$ cat src/rtl/axi_rt_pkg.sv
// Shared types and constants for the RT-unit bandwidth budget tracker.
// Byte-count width follows the AXI burst length and size field widths.
package axi_rt_pkg;

    localparam int unsigned LenWidth       = 32'd8;
    localparam int unsigned SizeWidth      = 32'd3;
    localparam int unsigned BytesWidth     = LenWidth + SizeWidth + 32'd1;
    localparam int unsigned DefBudgetWidth = 32'd32;
    localparam int unsigned DefPeriodWidth = 32'd32;

    typedef logic [DefBudgetWidth-1:0] budget_t;
    typedef logic [DefPeriodWidth-1:0] period_t;
    typedef logic [BytesWidth-1:0]     ax_bytes_t;

    typedef enum logic [0:0] {
        RtIdle   = 1'b0,
        RtActive = 1'b1
    } rt_state_e;

    // Bits needed to index n entries; a single entry still takes one bit.
    function automatic int unsigned idx_width(input int unsigned n);
        return (n > 32'd1) ? $clog2(n) : 32'd1;
    endfunction

endpackage

$ cat src/rtl/axi_rt_budget_region.sv
// One tracked region: IDLE/ACTIVE FSM with byte budget and period countdown.
// All outputs, including isolate, come straight from flops.
module axi_rt_budget_region
    import axi_rt_pkg::*;
#(
    parameter int unsigned PeriodWidth = 32'd32,
    parameter int unsigned BudgetWidth = 32'd32,
    parameter int unsigned BytesWidth  = 32'd12
) (
    input  logic                   clk_i,
    input  logic                   rst_i,
    input  logic                   enable_i,
    input  logic                   abort_i,
    input  logic                   charge_i,
    input  logic [BytesWidth-1:0]  bytes_i,
    input  logic [BudgetWidth-1:0] budget_cfg_i,
    input  logic [PeriodWidth-1:0] period_cfg_i,
    output logic [BudgetWidth-1:0] budget_left_o,
    output logic [PeriodWidth-1:0] period_left_o,
    output logic                   isolate_o,
    output logic                   overrun_o
);

    rt_state_e              state_q, state_d;
    logic [BudgetWidth-1:0] budget_q, budget_d;
    logic [PeriodWidth-1:0] period_q, period_d;
    logic                   overrun_q, overrun_d;
    logic                   isolate_q, isolate_d;

    logic [BudgetWidth-1:0] bytes_ext_s;
    logic [BudgetWidth-1:0] base_budget_s;
    logic                   base_overrun_s;

    // State and counter registers with synchronous reset
    always_ff @(posedge clk_i) begin
        if (rst_i) begin
            state_q   <= RtIdle;
            budget_q  <= '0;
            period_q  <= '0;
            overrun_q <= 1'b0;
            isolate_q <= 1'b0;
        end else begin
            state_q   <= state_d;
            budget_q  <= budget_d;
            period_q  <= period_d;
            overrun_q <= overrun_d;
            isolate_q <= isolate_d;
        end
    end

    // Next-state logic
    always_comb begin
        state_d = state_q;
        case (state_q)
            RtIdle: begin
                if (enable_i) begin
                    state_d = RtActive;
                end else begin
                    state_d = RtIdle;
                end
            end
            RtActive: begin
                if (enable_i) begin
                    state_d = RtActive;
                end else begin
                    state_d = RtIdle;
                end
            end
            default: state_d = RtIdle;
        endcase
    end

    // Counter datapath and registered isolate request
    always_comb begin
        bytes_ext_s    = BudgetWidth'(bytes_i);
        base_budget_s  = budget_q;
        base_overrun_s = overrun_q;
        budget_d       = '0;
        period_d       = '0;
        overrun_d      = 1'b0;
        case (state_q)
            RtIdle: begin
                // Charges during the enable cycle do not count against the first period.
                if (enable_i) begin
                    budget_d = budget_cfg_i;
                    period_d = period_cfg_i;
                end else begin
                    budget_d = '0;
                    period_d = '0;
                end
            end
            RtActive: begin
                if (!enable_i) begin
                    budget_d  = '0;
                    period_d  = '0;
                    overrun_d = 1'b0;
                end else begin
                    // On reload the charge is taken from the fresh budget.
                    if ((period_q == '0) || abort_i) begin
                        base_budget_s  = budget_cfg_i;
                        base_overrun_s = 1'b0;
                        period_d       = period_cfg_i;
                    end else begin
                        base_budget_s  = budget_q;
                        base_overrun_s = overrun_q;
                        period_d       = period_q - PeriodWidth'(1);
                    end
                    if (charge_i) begin
                        if (bytes_ext_s > base_budget_s) begin
                            budget_d  = '0;
                            overrun_d = 1'b1;
                        end else begin
                            budget_d  = base_budget_s - bytes_ext_s;
                            overrun_d = base_overrun_s;
                        end
                    end else begin
                        budget_d  = base_budget_s;
                        overrun_d = base_overrun_s;
                    end
                end
            end
            default: begin
                budget_d  = '0;
                period_d  = '0;
                overrun_d = 1'b0;
            end
        endcase
        isolate_d = (state_d == RtActive) && (budget_d == '0);
    end

    assign budget_left_o = budget_q;
    assign period_left_o = period_q;
    assign isolate_o     = isolate_q;
    assign overrun_o     = overrun_q;

endmodule

$ cat src/rtl/axi_rt_budget_tracker.sv
// Per-region bandwidth budget tracker for one AXI direction (AW or AR).
// Decodes the handshake's region index into per-region charge strobes.
module axi_rt_budget_tracker
    import axi_rt_pkg::*;
#(
    parameter int unsigned NumRegions     = 32'd2,
    parameter int unsigned PeriodWidth    = 32'd32,
    parameter int unsigned BudgetWidth    = 32'd32,
    parameter int unsigned BytesWidth     = axi_rt_pkg::BytesWidth,
    parameter int unsigned RegionIdxWidth = idx_width(NumRegions)
) (
    input  logic                              clk_i,
    input  logic                              rst_i,
    input  logic                              enable_i,
    input  logic                              abort_i,
    input  logic [BytesWidth-1:0]             bytes_i,
    input  logic                              happening_i,
    input  logic [RegionIdxWidth-1:0]         region_i,
    input  logic [NumRegions*BudgetWidth-1:0] budget_i,
    input  logic [NumRegions*PeriodWidth-1:0] period_i,
    output logic [NumRegions*BudgetWidth-1:0] budget_left_o,
    output logic [NumRegions*PeriodWidth-1:0] period_left_o,
    output logic [NumRegions-1:0]             isolate_o,
    output logic [NumRegions-1:0]             overrun_o
);

    for (genvar r = 0; r < NumRegions; r++) begin : g_region
        logic charge_s;

        // Out-of-range indices match no region, so such handshakes are not charged.
        assign charge_s = happening_i && (region_i == RegionIdxWidth'(r));

        axi_rt_budget_region #(
            .PeriodWidth (PeriodWidth),
            .BudgetWidth (BudgetWidth),
            .BytesWidth  (BytesWidth)
        ) i_region (
            .clk_i         (clk_i),
            .rst_i         (rst_i),
            .enable_i      (enable_i),
            .abort_i       (abort_i),
            .charge_i      (charge_s),
            .bytes_i       (bytes_i),
            .budget_cfg_i  (budget_i[r*BudgetWidth +: BudgetWidth]),
            .period_cfg_i  (period_i[r*PeriodWidth +: PeriodWidth]),
            .budget_left_o (budget_left_o[r*BudgetWidth +: BudgetWidth]),
            .period_left_o (period_left_o[r*PeriodWidth +: PeriodWidth]),
            .isolate_o     (isolate_o[r]),
            .overrun_o     (overrun_o[r])
        );
    end

endmodule

$ cat config.mk
export PLATFORM = sky130hd
export DESIGN_NAME = axi_rt_budget_tracker
export DESIGN_NICKNAME = d
export VERILOG_FILES = /design/src/rtl/axi_rt_pkg.sv /design/src/rtl/axi_rt_budget_region.sv /design/src/rtl/axi_rt_budget_tracker.sv
export SDC_FILE = /design/constraint.sdc
export NUM_CORES = 1
export LEC_CHECK = 0
export ABC_AREA = 1
export ABC_CLOCK_PERIOD_IN_PS = 7060
export BUFFER_PORTS_ARGS = -buffer_cell sky130_fd_sc_hd__buf_2
export CAP_MARGIN = 20
export CORE_ASPECT_RATIO = 1.1
export CORE_MARGIN = 5
export CORE_UTILIZATION = 25
export CTS_CLUSTER_SIZE = 10
export DETAILED_ROUTE_END_ITERATION = 6
export PLACE_DENSITY = 0.42
export SYNTH_ARGS = -nofsm -noshare
export SYNTH_HDL_FRONTEND = slang
export SYNTH_SLANG_ARGS = --single-unit
$ cat constraint.sdc
create_clock -name clk_i -period 7.06 [get_ports clk_i]
set_input_delay 1.412 -clock clk_i [delete_from_list [all_inputs] [get_ports clk_i]]
set_output_delay 1.412 -clock clk_i [all_outputs]
set_load 0.05 [all_outputs]
==> results.json, run 1 <==
{
  "run_status": "complete, no violations",
  "maxCapViolations": 0,
  "number_of_antenna_violations_at_the_first_check_in_global_routing": 2,
  "rr_worst_depth": 28,
  "postSynth.asyncResetShare_pct": 0,
  "final-seq-area_um2": 2663,
  "post-route-period-util_pct": 74.10,
  "die_x_um": 209.7,
  "final_worst_slack_ns": 1.829,
  "hp-class": "register to register",
  "synth.net_count": 2083,
  "crit_type": "register to register",
  "area_growth_syn_to_layout_pct": 22.69,
  "cp_max_stage_cell": "buf_4",
  "clock_insertion_delay_worst_skew_ns": 0.45,
  "critPathLaunch": "g_region[0].i_region.period_left_o[0]",
  "final_nets": 2316,
  "port-buffer-count": 277,
  "r2r-end": "g_region[0].i_region.isolate_o",
  "final-setup-viol-count": 0,
  "rows": 80,
  "synth.most_common_cell": "nand2_1",
  "biggest_area_contributors_in_the_synthesized_netlist": "dfxtp_1 24%, nand2_1 21%, nor2_1 10%",
  "antenna-diode-count": 0,
  "reg2reg_from": "g_region[0].i_region.period_left_o[0]",
  "placeableCoreArea_um2": 43340,
  "slew_violations": 0,
  "vdd_ir_drop_max_mv": 0.1562,
  "timing.final.hold_violations": 0,
  "vias_per_cell": 4.575,
  "via_count_of_the_first_global_routing_pass": 12282,
  "relSlewSlack_pct": 38.11,
  "avgSynthCellArea_um2": 5.749,
  "post_synth_num_cell_types": 46,
  "power.density_nw_per_um2": 199.9,
  "drt-pass1-iter-count": 5,
  "place_congestion": 0.8640,
  "synth_common_cells": "613 x nand2_1, 305 x nor2_1, 194 x inv_1",
  "clkSlewWorstSetupHoldPaths_ns": 0.07,
  "place_worst_setup_slack_ns": 1.464,
  "finish.cell_count_without_fillers": 2725,
  "htree_levels": 4,
  "routed-via-count": 12468,
  "synth_largest_type_area_fraction_pct": 24.29,
  "timing.fmax_mhz": 191.2,
  "hold_path_startpoint": "g_region[0].i_region.overrun_o",
  "worst_path_largest_cell_delay_ns": 0.45,
  "power.leakage_nw": 7.034,
  "fillers": 4984,
  "clock_tree.buffer_depth": 2,
  "worst_ep_required_time_ns": 7.46,
  "timing.critical_path.to_type": "register",
  "route.final.wire_length_um": 45140,
  "tightestPinTransition_ns": 0.9274,
  "die_outline_area_um2": 48150,
  "worst-r2r-setup-slack_ns": 1.83,
  "post-route-drc-count": 0,
  "grtUsageTotal_pct": 18.39,
  "start_kind": "register",
  "post_placement_cell_count": 2695,
  "design_power_mw": 2.689,
  "detailed_place_hpwl_um": 34940,
  "post_cts_buffers": 0,
  "critical_path.most_common_cell": "nand2_1",
  "crit_arrival_ns": 5.63,
  "netlist.top_cell.by_area": "dfxtp_1",
  "ys_dominant_reg_cell": "dfxtp_1",
  "initialDrtViolationCount": 655,
  "setup_total_negative_slack_ns": 0,
  "detail_route.wl_per_cell_um": 16.57,
  "placed_cell_area_um2": 12810,
  "ant_nets": 0,
  "yosys_warnings": 0,
  "tritoncts": "built",
  "number_of_enable_flip_flop_cells_after_synthesis": 0,
  "unrepaired_setup_endpoints_after_global_routing": "no",
  "multi_input_combinational_cell_area_um2": 7188,
  "synth_sequential_area_ratio_pct": 24.29,
  "die_h_um": 229.6,
  "share_of_post_route_cells_with_drive_strength_above_1_pct": 18.18,
  "i_o_pin_count": 278,
  "floorplan.initialDensity_pct": 25.29,
  "ctsHoldBuffers": 0,
  "cts-buffers-inserted": 17,
  "cp-endpoint": "g_region[0].i_region.isolate_o",
  "ys_seq_elements": 133,
  "min_period_ns": 5.231,
  "clock_sinks": 133,
  "grt_pass1_wl_um": 70190,
  "finalInstanceArea_um2": 13450,
  "largest_net_degree_at_the_start_of_global_routing": 74,
  "area_of_the_mapped_netlist_um2": 10960,
  "worst_clock_skew_ns": 0.01092,
  "timing.critical_path.fanout_max": 41,
  "clock-root-buffer": "clkbuf_16",
  "grt_overflow": 0,
  "netlist_instances": 1907,
  "post_cts_resized": 0
}
flip-flops by register name, summed over array words and instances, names as in the netlist:
| register | count |
|---|---|
| g_region.i_region.budget_left_o | 64 |
| g_region.i_region.period_left_o | 64 |
| g_region.i_region.isolate_o | 2 |
| g_region.i_region.overrun_o | 2 |
| g_region.i_region.state_q | 1 |
how the worst min path moves through the flow:
stage | to | slack (ns) | cells past startpoint
after floorplan | g_region[0].i_region.overrun_o | 0.44 | 2
after global placement | g_region[0].i_region.overrun_o | 0.50 | 2
after detailed placement | g_region[0].i_region.overrun_o | 0.46 | 2
after CTS | g_region[0].i_region.overrun_o | 0.47 | 2
after global routing | g_region[0].i_region.overrun_o | 0.51 | 2
final | g_region[0].i_region.overrun_o | 0.47 | 2
area by class of cell:
cell class / count / area share, %
Multi-Input combinational cell: 1496 / 53.44
Sequential cell: 133 / 19.80
Timing Repair Buffer: 290 / 11.05
Inverter: 202 / 5.637
Tap cell: 574 / 5.340
Clock buffer: 21 / 3.423
Clock inverter: 9 / 1.312
layout by cell type, fill, tap and decap left out, drive strengths merged, types with 2 or more instances in the layout:
cell type | netlist | routed
nand2 | 639 | 639
nor2 | 329 | 329
buf | 21 | 290
inv | 199 | 200
dfxtp | 133 | 133
nand3 | 129 | 129
a21oi | 122 | 122
o21ai | 95 | 95
xor2 | 37 | 37
o211ai | 32 | 32
ha | 28 | 28
nand4 | 21 | 21
clkbuf | 55 | 21
xnor2 | 17 | 17
nand3b | 9 | 9
nor3 | 7 | 7
or2 | 6 | 6
bufinv | 0 | 5
clkinv | 3 | 5
o21a | 3 | 3
nor4 | 3 | 3
o31ai | 3 | 3
mux2i | 2 | 2
o21bai | 2 | 2
o22ai | 2 | 2
a31oi | 2 | 2
o221ai | 2 | 2
fa | 2 | 2
power by group:
group	internal, mW	leakage (nW)	switching [mW]
Clock	0.640	0.309	0.373
Combinational	0.250	5.63	0.599
Sequential	0.788	1.09	0.0376
logic make-up (layout without fill, tap and decap cells):
family | count (synthesis) | after routing | share of synthesized area, %
adder cells (fa/ha/maj) | 30 | 30 | 3.561
AO/OA/AOI/OAI | 267 | 267 | 13.63
multiplexers | 2 | 2 | 0.1826
XOR/XNOR | 54 | 54 | 4.314
buffers and inverters | 278 | 522 | 10.31
AND/OR/NAND/NOR | 1143 | 1143 | 43.72
flip-flops | 133 | 133 | 24.29
critical path: cells and delay by family (launching register included):
family	cells	cell delay [ns]
simple gates	16	2.22
buf+inv	6	1.01
fa+ha+maj	3	0.88
compound gates	2	0.39
mux	1	0.35
flops	1	0.31
metal layers:
| metal | track usage [%] | wire, um |
|---|---|---|
| met1 | 23.82 | 20780 |
| met2 | 31.82 | 21960 |
| met3 | 2.929 | 1837 |
| met4 | 4.752 | 566 |
| met5 | 0 | 0 |
through the flow:
step,util (%),hold slack (ns)
3_5_place_dp,29.56,0.4626
6_report,31.03,0.4673
3_3_place_gp,29.56,0.4954
2_1_floorplan,-,0.4427
5_1_grt,31.03,0.5106
4_1_cts,31.03,0.4725
Power figures use the tool's default switching activity.
==> inputs of run 2 (changes only) <==
ABC_CLOCK_PERIOD_IN_PS = 4400   (was 7060)
PLACE_DENSITY = 0.43   (was 0.42)
clock period = 4.4 ns   (was 7.06 ns; I/O delays follow)
==> run 2 against run 1 <==
Via count up 3.4%. Hold slack improved by 0.0013 ns. Global-route usage is 0.29 points higher. Non-clock buffer count rose by 86. Register-to-register slack worse by 1.5 ns. Clock skew rose by 0.00081 ns. Largest power group unchanged.
==> results.json, run 2 (synthesis results as in run 1) <==
{
  "run_status": "complete, no violations",
  "post-route-period-util_pct": 93.12,
  "crit_type": "register to register",
  "hp-class": "register to register",
  "die_outline_area_um2": 48150,
  "die_h_um": 229.6,
  "clock-root-buffer": "clkbuf_16",
  "finish.cell_count_without_fillers": 2815,
  "tritoncts": "built",
  "switching_share_pct": 38.76,
  "number_of_antenna_violations_at_the_first_check_in_global_routing": 4,
  "i_o_pin_count": 278,
  "layout_commonest_cell": "nand2_1",
  "ant_nets": 0,
  "routed-via-count": 12890,
  "die_x_um": 209.7,
  "commonest_cells_after_routing_fill_and_taps_aside": "608 x nand2_1, 282 x nor2_1, 276 x buf_2",
  "critical_path.most_common_cell": "nand2_1",
  "pwr-share-seq_pct": 30.2,
  "detailed_place_hpwl_um": 35790,
  "htree_levels": 4,
  "ctsHoldBuffers": 0,
  "worst_path_largest_cell_delay_ns": 0.33,
  "worst_clock_skew_ns": 0.01173,
  "clkSlewWorstSetupHoldPaths_ns": 0.06,
  "power.share.clock_pct": 35.6,
  "cp_max_stage_cell": "dfxtp_1",
  "setup_total_negative_slack_ns": 0,
  "final_nets": 2402,
  "post_placement_cell_count": 2775,
  "final-setup-viol-count": 0,
  "floorplan.initialDensity_pct": 25.29,
  "slew_violations": 0,
  "grt_overflow": 0,
  "start_kind": "register",
  "vias_per_cell": 4.579,
  "placed_cell_area_um2": 13420,
  "timing.critical_path.to_type": "register",
  "route.final.wire_length_um": 46280,
  "clock_sinks": 133,
  "power.internal_mw": 2.670,
  "power.switching_mw": 1.690,
  "drt-pass1-iter-count": 6,
  "vdd_ir_drop_max_mv": 0.2762,
  "clock_tree.buffer_depth": 2,
  "tightestPinTransition_ns": 0.9171,
  "cts-buffers-inserted": 17,
  "timing.final.hold_violations": 0,
  "unrepaired_setup_endpoints_after_global_routing": "yes",
  "final_worst_slack_ns": 0.3027,
  "placeableCoreArea_um2": 43340,
  "comb_power_share_pct": 34.2,
  "fillers": 4969,
  "area_growth_syn_to_layout_pct": 30.00,
  "power.leakage_nw": 7.455,
  "share_of_post_route_cells_with_drive_strength_above_1_pct": 23.09,
  "worst_ep_required_time_ns": 4.79,
  "relSlewSlack_pct": 38.79,
  "finalInstanceArea_um2": 14250,
  "min_period_ns": 4.097,
  "timing.critical_path.fanout_max": 6,
  "place_congestion": 0.9074,
  "place_worst_setup_slack_ns": 0.004344,
  "post-route-drc-count": 0,
  "timing.fmax_mhz": 244.1,
  "power.density_nw_per_um2": 305.9,
  "grt_pass1_wl_um": 71250,
  "initialDrtViolationCount": 735,
  "detail_route.wl_per_cell_um": 16.44,
  "maxCapViolations": 0,
  "crit_arrival_ns": 4.49,
  "via_count_of_the_first_global_routing_pass": 12678,
  "largest_net_degree_at_the_start_of_global_routing": 71,
  "clock_insertion_delay_worst_skew_ns": 0.46,
  "rows": 80,
  "grtUsageTotal_pct": 18.68,
  "port-buffer-count": 277
}
[run 2: power by group through the flow]
stage | sequential (mW) | combinational [mW] | clock, mW
after floorplan | 1.54 | 0.777 | 0
after global placement | 1.34 | 1.47 | 0
after detailed placement | 1.34 | 1.46 | 0
after CTS | 1.31 | 1.47 | 1.61
after global routing | 1.32 | 1.66 | 1.65
final | 1.32 | 1.49 | 1.55
[run 2: repair_timing]
action	in CTS	in global routing
gates resized for setup	0	59
buffers inserted	0	6
endpoints found under the setup margin	0	12
[run 2: metrics by stage]
step | util [%] | power [mW] | hold slack (ns)
floorplan | - | 2.317 | 0.4427
global placement | 30.97 | 2.807 | 0.4643
detailed placement | 30.97 | 2.805 | 0.4611
CTS | 32.38 | 4.395 | 0.4713
global route | 32.88 | 4.627 | 0.5197
finish | 32.88 | 4.360 | 0.4685
[run 2: final cells by class]
cell class	instances	area [um2]	share of cell area, %
multi-input combinational	1496	7326	51.40
sequential	133	2663	18.68
timing repair buffer	376	2167	15.21
inverter	202	764.5	5.364
tap	574	718.2	5.039
clock buffer	21	460.4	3.231
clock inverter	11	148.9	1.045
antenna	2	5.005	0.03512
[run 2: layer usage]
| metal | share of wire (%) | vias up | GRT usage, % |
|---|---|---|---|
| met5 | 0 | - | 0 |
| met4 | 2.3 | 0 | 6.629 |
| met3 | 4.0 | 47 | 2.628 |
| met2 | 48 | 288 | 32.06 |
| met1 | 45 | 5866 | 23.89 |
| li1 | - | 6689 | - |
[run 2: path summary, 6_finish.rpt]
kind / start / endpoint / slack [ns] / cells after the start
worst max register to register: g_region[0].i_region.period_left_o[24] / g_region[0].i_region.isolate_o / 0.30 / 32
worst min register to register: g_region[0].i_region.overrun_o / g_region[0].i_region.overrun_o / 0.47 / 2
worst min-delay path: g_region[0].i_region.overrun_o / g_region[0].i_region.overrun_o / 0.47 / 2
worst max-delay path: g_region[0].i_region.period_left_o[24] / g_region[0].i_region.isolate_o / 0.30 / 32
[run 2: worst max-delay path: cells and delay by family, from the launching register on]
kind	cells	cell delay, ns
compound gates	2	0.34
buf+inv	4	0.70
flops	1	0.33
simple gates	25	2.37
fa+ha+maj	1	0.28
==> inputs of run 3 (changes only) <==
CORE_MARGIN = 4   (was 5)
CORE_UTILIZATION = 35   (was 25)
PLACE_DENSITY = 0.57   (was 0.43)
==> run 3 against run 2 <==
Global-route usage grew 4.3 points. Non-clock buffer count shrank 37. Clock skew shrank 0.0026 ns. Critical path type unchanged. Die area shrank 29%. Final area shrank 3.7%. Combinational power shrank 5%. Wire length shrank 13%. Critical endpoint is now g_region[1].i_region.isolate_o. Via count shrank 0.31%. Hold slack is essentially flat.
==> results.json, run 3 (synthesis results as in run 1) <==
{
  "run_status": "complete, no violations",
  "buffers_and_inverters_on_the_worst_path": 3,
  "htree_levels": 4,
  "setup_total_negative_slack_ns": 0,
  "design_power_mw": 4.269,
  "routed-via-count": 12850,
  "timing.critical_path.fanout_max": 7,
  "place_congestion": 0.9023,
  "clock_tree.buffer_depth": 2,
  "fillers": 3413,
  "largest_net_degree_at_the_start_of_global_routing": 69,
  "detailed_place_hpwl_um": 31080,
  "timing.final.hold_violations": 0,
  "hp-class": "register to register",
  "power.density_nw_per_um2": 310.9,
  "multi_input_combinational_cell_area_um2": 7273,
  "number_of_antenna_violations_at_the_first_check_in_global_routing": 5,
  "grt_pass1_wl_um": 64170,
  "cts-buffers-inserted": 17,
  "clkSlewWorstSetupHoldPaths_ns": 0.07,
  "final-setup-viol-count": 0,
  "maxCapViolations": 0,
  "drt-pass1-iter-count": 5,
  "final-seq-area_um2": 2663,
  "worst_clock_skew_ns": 0.009129,
  "slew_violations": 0,
  "post-route-period-util_pct": 92.09,
  "relSlewSlack_pct": 43.50,
  "grt_overflow": 0,
  "reg2reg_from": "g_region[1].i_region.period_left_o[0]",
  "commonest_cells_after_routing_fill_and_taps_aside": "610 x nand2_1, 294 x nor2_1, 276 x buf_2",
  "port-buffer-count": 277,
  "start_kind": "register",
  "timing.critical_path.to_type": "register",
  "die_h_um": 193.6,
  "worst-r2r-setup-slack_ns": 0.35,
  "tritoncts": "built",
  "clock-root-buffer": "clkbuf_16",
  "hold-path-cell-count": 2,
  "initialDrtViolationCount": 757,
  "crit_family": "simple AND/OR/NAND/NOR gates",
  "rr_worst_depth": 28,
  "vdd_ir_drop_max_mv": 0.2043,
  "ctsHoldBuffers": 0,
  "crit_type": "register to register",
  "timing.fmax_mhz": 246.8,
  "die_outline_area_um2": 34220,
  "placeableCoreArea_um2": 30680,
  "detail_route.wl_per_cell_um": 15.44,
  "holdPathEnd": "g_region[0].i_region.overrun_o",
  "worst_path_largest_cell_delay_ns": 0.32,
  "grtUsageTotal_pct": 22.98,
  "clock_insertion_delay_worst_skew_ns": 0.43,
  "critical_path.most_common_cell": "nand2_1",
  "floorplan.initialDensity_pct": 35.73,
  "final_nets": 2366,
  "hold_path_startpoint": "g_region[0].i_region.overrun_o",
  "tightestPinTransition_ns": 0.8444,
  "layout_commonest_cell": "nand2_1",
  "cp_max_stage_cell": "dfxtp_1",
  "route.final.wire_length_um": 40470,
  "area_growth_syn_to_layout_pct": 25.26,
  "worst_ep_required_time_ns": 4.77,
  "crit_arrival_ns": 4.43,
  "post-route-drc-count": 0,
  "die_x_um": 176.7,
  "i_o_pin_count": 278,
  "clock_sinks": 133,
  "critPathLaunch": "g_region[1].i_region.period_left_o[0]",
  "via_count_of_the_first_global_routing_pass": 12435,
  "rows": 67,
  "share_of_post_route_cells_with_drive_strength_above_1_pct": 21.06,
  "r2r-end": "g_region[1].i_region.isolate_o",
  "unrepaired_setup_endpoints_after_global_routing": "no",
  "ant_nets": 0,
  "vias_per_cell": 4.903,
  "power.leakage_nw": 7.275,
  "min_period_ns": 4.052
}
[run 3: through the flow]
step	utilization, %	area, um2	std cells	setup WS, ns	hold slack (ns)
after global routing	44.76	13730	2621	0.003242	0.5162
after detailed placement	42.26	12970	2579	0.04027	0.4639
after floorplan	-	10960	1907	0.1296	0.4427
after global placement	42.26	12970	2579	0.04238	0.4625
final	44.76	13730	2621	0.3483	0.4685
after CTS	44.26	13580	2611	0.1001	0.4736
[run 3: worst max path at each step]
| stage | endpoint | slack, ns | cells after the start |
|---|---|---|---|
| after global placement | g_region[1].i_region.isolate_o | 0.04 | 26 |
| after global routing | g_region[0].i_region.isolate_o | 0.003 | 31 |
| final | g_region[1].i_region.isolate_o | 0.35 | 28 |
| after detailed placement | g_region[1].i_region.isolate_o | 0.04 | 25 |
| after floorplan | g_region[0].i_region.isolate_o | 0.13 | 33 |
| after CTS | g_region[0].i_region.isolate_o | 0.10 | 28 |
[run 3: cell type report]
class                   count  area share (%)
clock inverters            13           1.248
diodes                      4         0.07289
repair buffers            339           13.77
inverters                 202           5.558
clock buffers              19           3.226
well taps                 414           3.772
multi-input cells        1497           52.97
flip-flops and latches    133           19.39
[run 3: power by group]
part	switching (mW)	total, mW	leakage, nW	internal, mW
combinational	0.966	1.42	5.89	0.449
sequential	0.0517	1.32	1.09	1.26
clock	0.622	1.54	0.295	0.915
total	1.64	4.27	7.28	2.63
[run 3: layer usage]
layer / share of wire (%) / vias to the layer above / global-route usage [%] / routed length [um]
met5: 0.032 / - / 0 / 13
met4: 1.8 / 2 / 5.761 / 728
met3: 4.9 / 43 / 3.237 / 1996
met2: 49 / 359 / 40.31 / 19660
met1: 45 / 5832 / 29.60 / 18070
li1: - / 6614 / - / -
[run 3: what timing repair did]
action / CTS / global route
gates resized for setup: 0 / 35
setup buffers: 0 / 5
setup endpoints to repair: 0 / 7
endpoints found under the hold margin: 0 / 0
[run 3: worst reg2reg max path: cells and delay by family, from the launching register on]
family          cells  cell delay (ns)
compound gates      4             0.84
flops               1             0.32
simple gates       19             1.97
fa+ha+maj           2             0.49
buf+inv             3             0.38
